**config.mk**
```make
export PLATFORM = sky130hd
export DESIGN_NAME = soc_system_avalon_st_data_packer_8to24
export DESIGN_NICKNAME = d
export VERILOG_FILES = /design/src/rtl/soc_system_avalon_st_data_packer_8to24.sv
export SDC_FILE = /design/constraint.sdc
export NUM_CORES = 1
export LEC_CHECK = 0
export ABC_AREA = 1
export ABC_CLOCK_PERIOD_IN_PS = 3000
export BUFFER_PORTS_ARGS = -buffer_cell sky130_fd_sc_hd__buf_4
export CORE_AREA = 2 2 66 68
export DETAILED_ROUTE_END_ITERATION = 7
export DIE_AREA = 0 0 68 70
export PLACE_DENSITY_LB_ADDON = 0.12
export SLEW_MARGIN = 40
export SYNTH_ARGS = -nofsm -noshare
export SYNTH_HDL_FRONTEND = slang
export SYNTH_SLANG_ARGS = --single-unit
```
**constraint.sdc**
```tcl
create_clock -name clk -period 3 [get_ports clk]
set_input_delay 0.6 -clock clk [delete_from_list [all_inputs] [get_ports clk]]
set_output_delay 0.6 -clock clk [all_outputs]
set_load 0.02 [all_outputs]
```
**src/rtl/soc_system_avalon_st_data_packer_8to24.sv**
```systemverilog
// Avalon-ST width adapter: packs a stream of 8-bit symbols into 24-bit beats
// (three symbols per beat, first symbol in the most significant byte).
// Partial final beats are zero-filled and report unused symbols on out_empty.
// A start-of-packet arriving mid-beat abandons the partial beat and restarts.
module soc_system_avalon_st_data_packer_8to24 (
    input  logic        clk,
    input  logic        reset_n,

    output logic        in_ready,
    input  logic        in_valid,
    input  logic [7:0]  in_data,
    input  logic        in_startofpacket,
    input  logic        in_endofpacket,

    input  logic        out_ready,
    output logic        out_valid,
    output logic [23:0] out_data,
    output logic        out_startofpacket,
    output logic        out_endofpacket,
    output logic [1:0]  out_empty
);

    // Accumulator state
    logic [1:0]  r_cnt;
    logic [7:0]  r_slot0;
    logic [7:0]  r_slot1;
    logic        r_sop_pend;

    // Output beat register
    logic        r_out_valid;
    logic [23:0] r_out_data;
    logic        r_out_sop;
    logic        r_out_eop;
    logic [1:0]  r_out_empty;

    // Handshake and beat-assembly wires
    logic        w_in_xfer;
    logic        w_out_xfer;
    logic [1:0]  w_eff_cnt;
    logic        w_emit;
    logic [23:0] w_beat_data;
    logic        w_beat_sop;
    logic [1:0]  w_beat_empty;

    // The output register can take a new beat whenever it is empty or draining.
    assign in_ready   = !r_out_valid || out_ready;
    assign w_in_xfer  = in_valid && in_ready;
    assign w_out_xfer = r_out_valid && out_ready;

    // A start-of-packet symbol always lands in the first position of a fresh beat.
    assign w_eff_cnt  = in_startofpacket ? 2'd0 : r_cnt;
    assign w_emit     = w_in_xfer && ((w_eff_cnt == 2'd2) || in_endofpacket);

    // Assemble the beat that would be loaded if this symbol completes it.
    always_comb begin
        // NOTE: every always_comb output gets a default first so no path can
        // leave it unassigned and infer a latch.
        w_beat_data  = 24'h000000;
        w_beat_sop   = r_sop_pend;
        w_beat_empty = 2'd2 - w_eff_cnt;
        case (w_eff_cnt)
            2'd0: begin
                w_beat_data = {in_data, 16'h0000};
                w_beat_sop  = in_startofpacket;
            end
            2'd1:    w_beat_data = {r_slot0, in_data, 8'h00};
            default: w_beat_data = {r_slot0, r_slot1, in_data};
        endcase
    end

    // Collect symbols into the slots until a beat completes.
    always_ff @(posedge clk or negedge reset_n) begin
        // NOTE: the slots are data-only storage, but they are reset too so a
        // reset mid-packet leaves no stale symbols behind.
        if (!reset_n) begin
            r_cnt      <= 2'd0;
            r_slot0    <= 8'h00;
            r_slot1    <= 8'h00;
            r_sop_pend <= 1'b0;
        end else if (w_in_xfer) begin
            // NOTE: state uses non-blocking assignments so every register
            // sees the pre-edge values of the others.
            if (w_emit) begin
                r_cnt      <= 2'd0;
                r_sop_pend <= 1'b0;
            end else begin
                if (w_eff_cnt == 2'd0) begin
                    r_slot0    <= in_data;
                    r_sop_pend <= in_startofpacket;
                end else begin
                    r_slot1    <= in_data;
                end
                r_cnt <= w_eff_cnt + 2'd1;
            end
        end
    end

    // Load a completed beat, or retire the held beat once it transfers.
    always_ff @(posedge clk or negedge reset_n) begin
        if (!reset_n) begin
            r_out_valid <= 1'b0;
            r_out_data  <= 24'h000000;
            r_out_sop   <= 1'b0;
            r_out_eop   <= 1'b0;
            r_out_empty <= 2'd0;
        end else if (w_emit) begin
            r_out_valid <= 1'b1;
            r_out_data  <= w_beat_data;
            r_out_sop   <= w_beat_sop;
            r_out_eop   <= in_endofpacket;
            r_out_empty <= w_beat_empty;
        end else if (w_out_xfer) begin
            r_out_valid <= 1'b0;
        end
    end

    assign out_valid         = r_out_valid;
    assign out_data          = r_out_data;
    assign out_startofpacket = r_out_sop;
    assign out_endofpacket   = r_out_eop;
    assign out_empty         = r_out_empty;

endmodule
```
==> results.toml <==
[synthesis]
yosysSeqAreaShare = 0.522
synthTopCellsByArea = "dfrtp_1, nand2_1, nand4_1, buf_2, nand3_1"
yosysWarnings = 0
synth_area_um2 = 2300
syn_nets = 317
postSynthAreaPerCell_um2 = 7.67
ys_types = 16
synth-seq-cells = 48
yosysTopAreaCell = "dfrtp_1"
synth_top_area_frac = 0.522
synth_cells = 300

[cells_and_area]
antenna_cells = 0
drive_gt1_frac = 0.176
final_cell_mix = "nand2_1, buf_4, dfrtp_1"
fillers = 390
instances_no_fill = 393
final_common_cell = "nand2_1"
layout.nets = 357
area_growth_pct = 18.9

[power_and_ir_drop]
total_power_mw = 1.71
ir_worst_vdd_v = 0.000441
p_per_area_nw_per_um2 = 626
p_leak_nw = 1.57

[worst_setup_path]
critPathKind = "in -> reg"
critPathRequiredTime_ns = 3.20
cp_cell_sequence = "buf_4 > inv_1 > nand2_1 > inv_2 > ha_1 > nor2_1 > buf_4 > inv_2 > nand2_1 > buf_4 > nand2_1 > nand2_1"
startpoint_type = "input port"
startpoint = "in_startofpacket"
arrival_ns = 2.23
critPathMostFrequentCell = "nand2_1"
ff2ff_path_depth = 9
r2r_start = "r_cnt[0]"
slowest_stage = "inv_2"
r2r_setup_slack_ns = 1.01
max_stage_delay_ns = 0.31
setup.worst_path.end_class = "flip-flop"
crit_fanout = 25
r2r_end = "r_slot1[4]"

[global_route]
grt_pass1_vias = 1856
overflow = 0
grt_use_total = 0.248
antenna_found_initial = 0
grt_first_pass_wirelength_mm = 8.95
grt_max_degree = 49

[clock_tree]
cts_num_sinks = 48
clockBufferDepth = 2
htree_levels = 2
worstSkewPairLatency_ns = 0.31
clk_pin_slew_ns = 0.09
cts_made_buffers = 5
cts_root_buf = "clkbuf_8"
cts_resized = 0
postCtsSetupRepairBufs = 0
cts_tree = "done"
cts.hold.buffers_added = 0

[timing]
finalHoldViolations = 0
slew_headroom = 0.578
rsz0062_at_grt = "false"
setup_violations = 0
tightest_slew_ns = 0.632
finalClockSkew_ns = 0.00927
maxSlewViolCount = 0
setup_tns_ns = 0
period_needed_ns = 2.02
max_freq_mhz = 495
min_period_over_period = 0.674

[die]
die_area_um2 = 4760
die_width_um = 68
ios = 44
coreArea_um2 = 4140
rows = 24
die_y_um = 70
start_util = 0.555

[worst_hold_path]
worstHoldPathType = "in -> async"

[routing]
first_pass_iters = 4
wl_per_cell_um = 13.1
drt-initial-drc-count = 107
wirelength_mm = 5.17
drc = 0
via_per_inst = 5.08
ant_nets = 0
route.vias.total = 1997

[placed_design]
dp_hpwl_mm = 3.52
io_buffers = 43
placedCellCount = 385
gp_congestion = 0.829

[outcome]
outcome = "finished clean"

[flow_run]
maxCapViolations = 0
## flip-flops by register name, indices dropped and copies added, names as in the netlist
name               flops
out_data              24
out_empty              2
out_endofpacket        1
out_startofpacket      1
out_valid              1
r_cnt                  2
r_slot0                8
r_slot1                8
r_sop_pend             1
## metrics by stage
step	worst slack [ns]	util	hold slack, ns	instance area (um2)
2_1_floorplan	0.796	-	0.304	2300
3_3_place_gp	0.755	0.638	0.463	2640
6_report	0.979	0.660	0.279	2740
3_5_place_dp	0.673	0.638	0.466	2640
4_1_cts	1.00	0.660	0.301	2740
5_1_grt	0.796	0.660	0.325	2740
## cell families (layout without fill, tap and decap cells)
family                     count (synthesis)  after routing  share of synthesized area
and+or+nand+nor                          220            220                      0.395
DFF                                       48             48                      0.522
buffers and inverters                     24             65                     0.0511
AOI/OAI and AO/OA                          5              5                     0.0158
adders and majority gates                  3              3                     0.0163
## power by group
group	leakage, nW	switching [mW]	internal (mW)
clock	0.0404	0.226	0.165
combinational	0.907	0.282	0.177
sequential	0.622	0.0814	0.781
## Yosys cell counts
master	count
a21oi_4	1
buf_2	10
buf_4	2
buf_6	1
clkbuf_1	2
clkinv_1	1
dfrtp_1	48
ha_1	3
inv_1	6
inv_2	2
nand2_1	182
nand3_1	8
nand4_1	26
nor2_1	3
nor2_4	1
o21ai_0	4
## per-layer routing
metal  vias to the layer above  track usage  routed length [um]
met3                        12       0.0548                 318
met2                        60        0.369                2340
met5                         -            0                   0
li1                       1033            -                   -
met1                       892        0.347                2390
met4                         0        0.107                 114
## critical path, delay by kind of cell
| family | cells | cell delay, ns |
|---|---|---|
| adders and majority gates | 1 | 0.23 |
| buffers and inverters | 6 | 1.06 |
| and+or+nand+nor | 5 | 0.33 |
## layout make-up
type / instances / area, um2 / area share
Clock buffer: 5 / 68.8 / 0.0252
Multi-Input combinational cell: 228 / 982 / 0.359
Clock inverter: 3 / 23.8 / 0.00869
Sequential cell: 48 / 1200 / 0.439
Timing Repair Buffer: 48 / 360 / 0.132
Inverter: 9 / 33.8 / 0.0124
Tap cell: 52 / 65.1 / 0.0238
## how the worst max path moves through the flow
| stage | to | slack, ns |
|---|---|---|
| after floorplan | r_slot1[0] | 0.80 |
| after CTS | out_data[1] | 1.00 |
| after global routing | r_slot1[3] | 0.80 |
| final | out_data[23] | 0.98 |
| after global placement | out_data[12] | 0.76 |
| after detailed placement | out_data[16] | 0.67 |
Power figures use the tool's default switching activity.
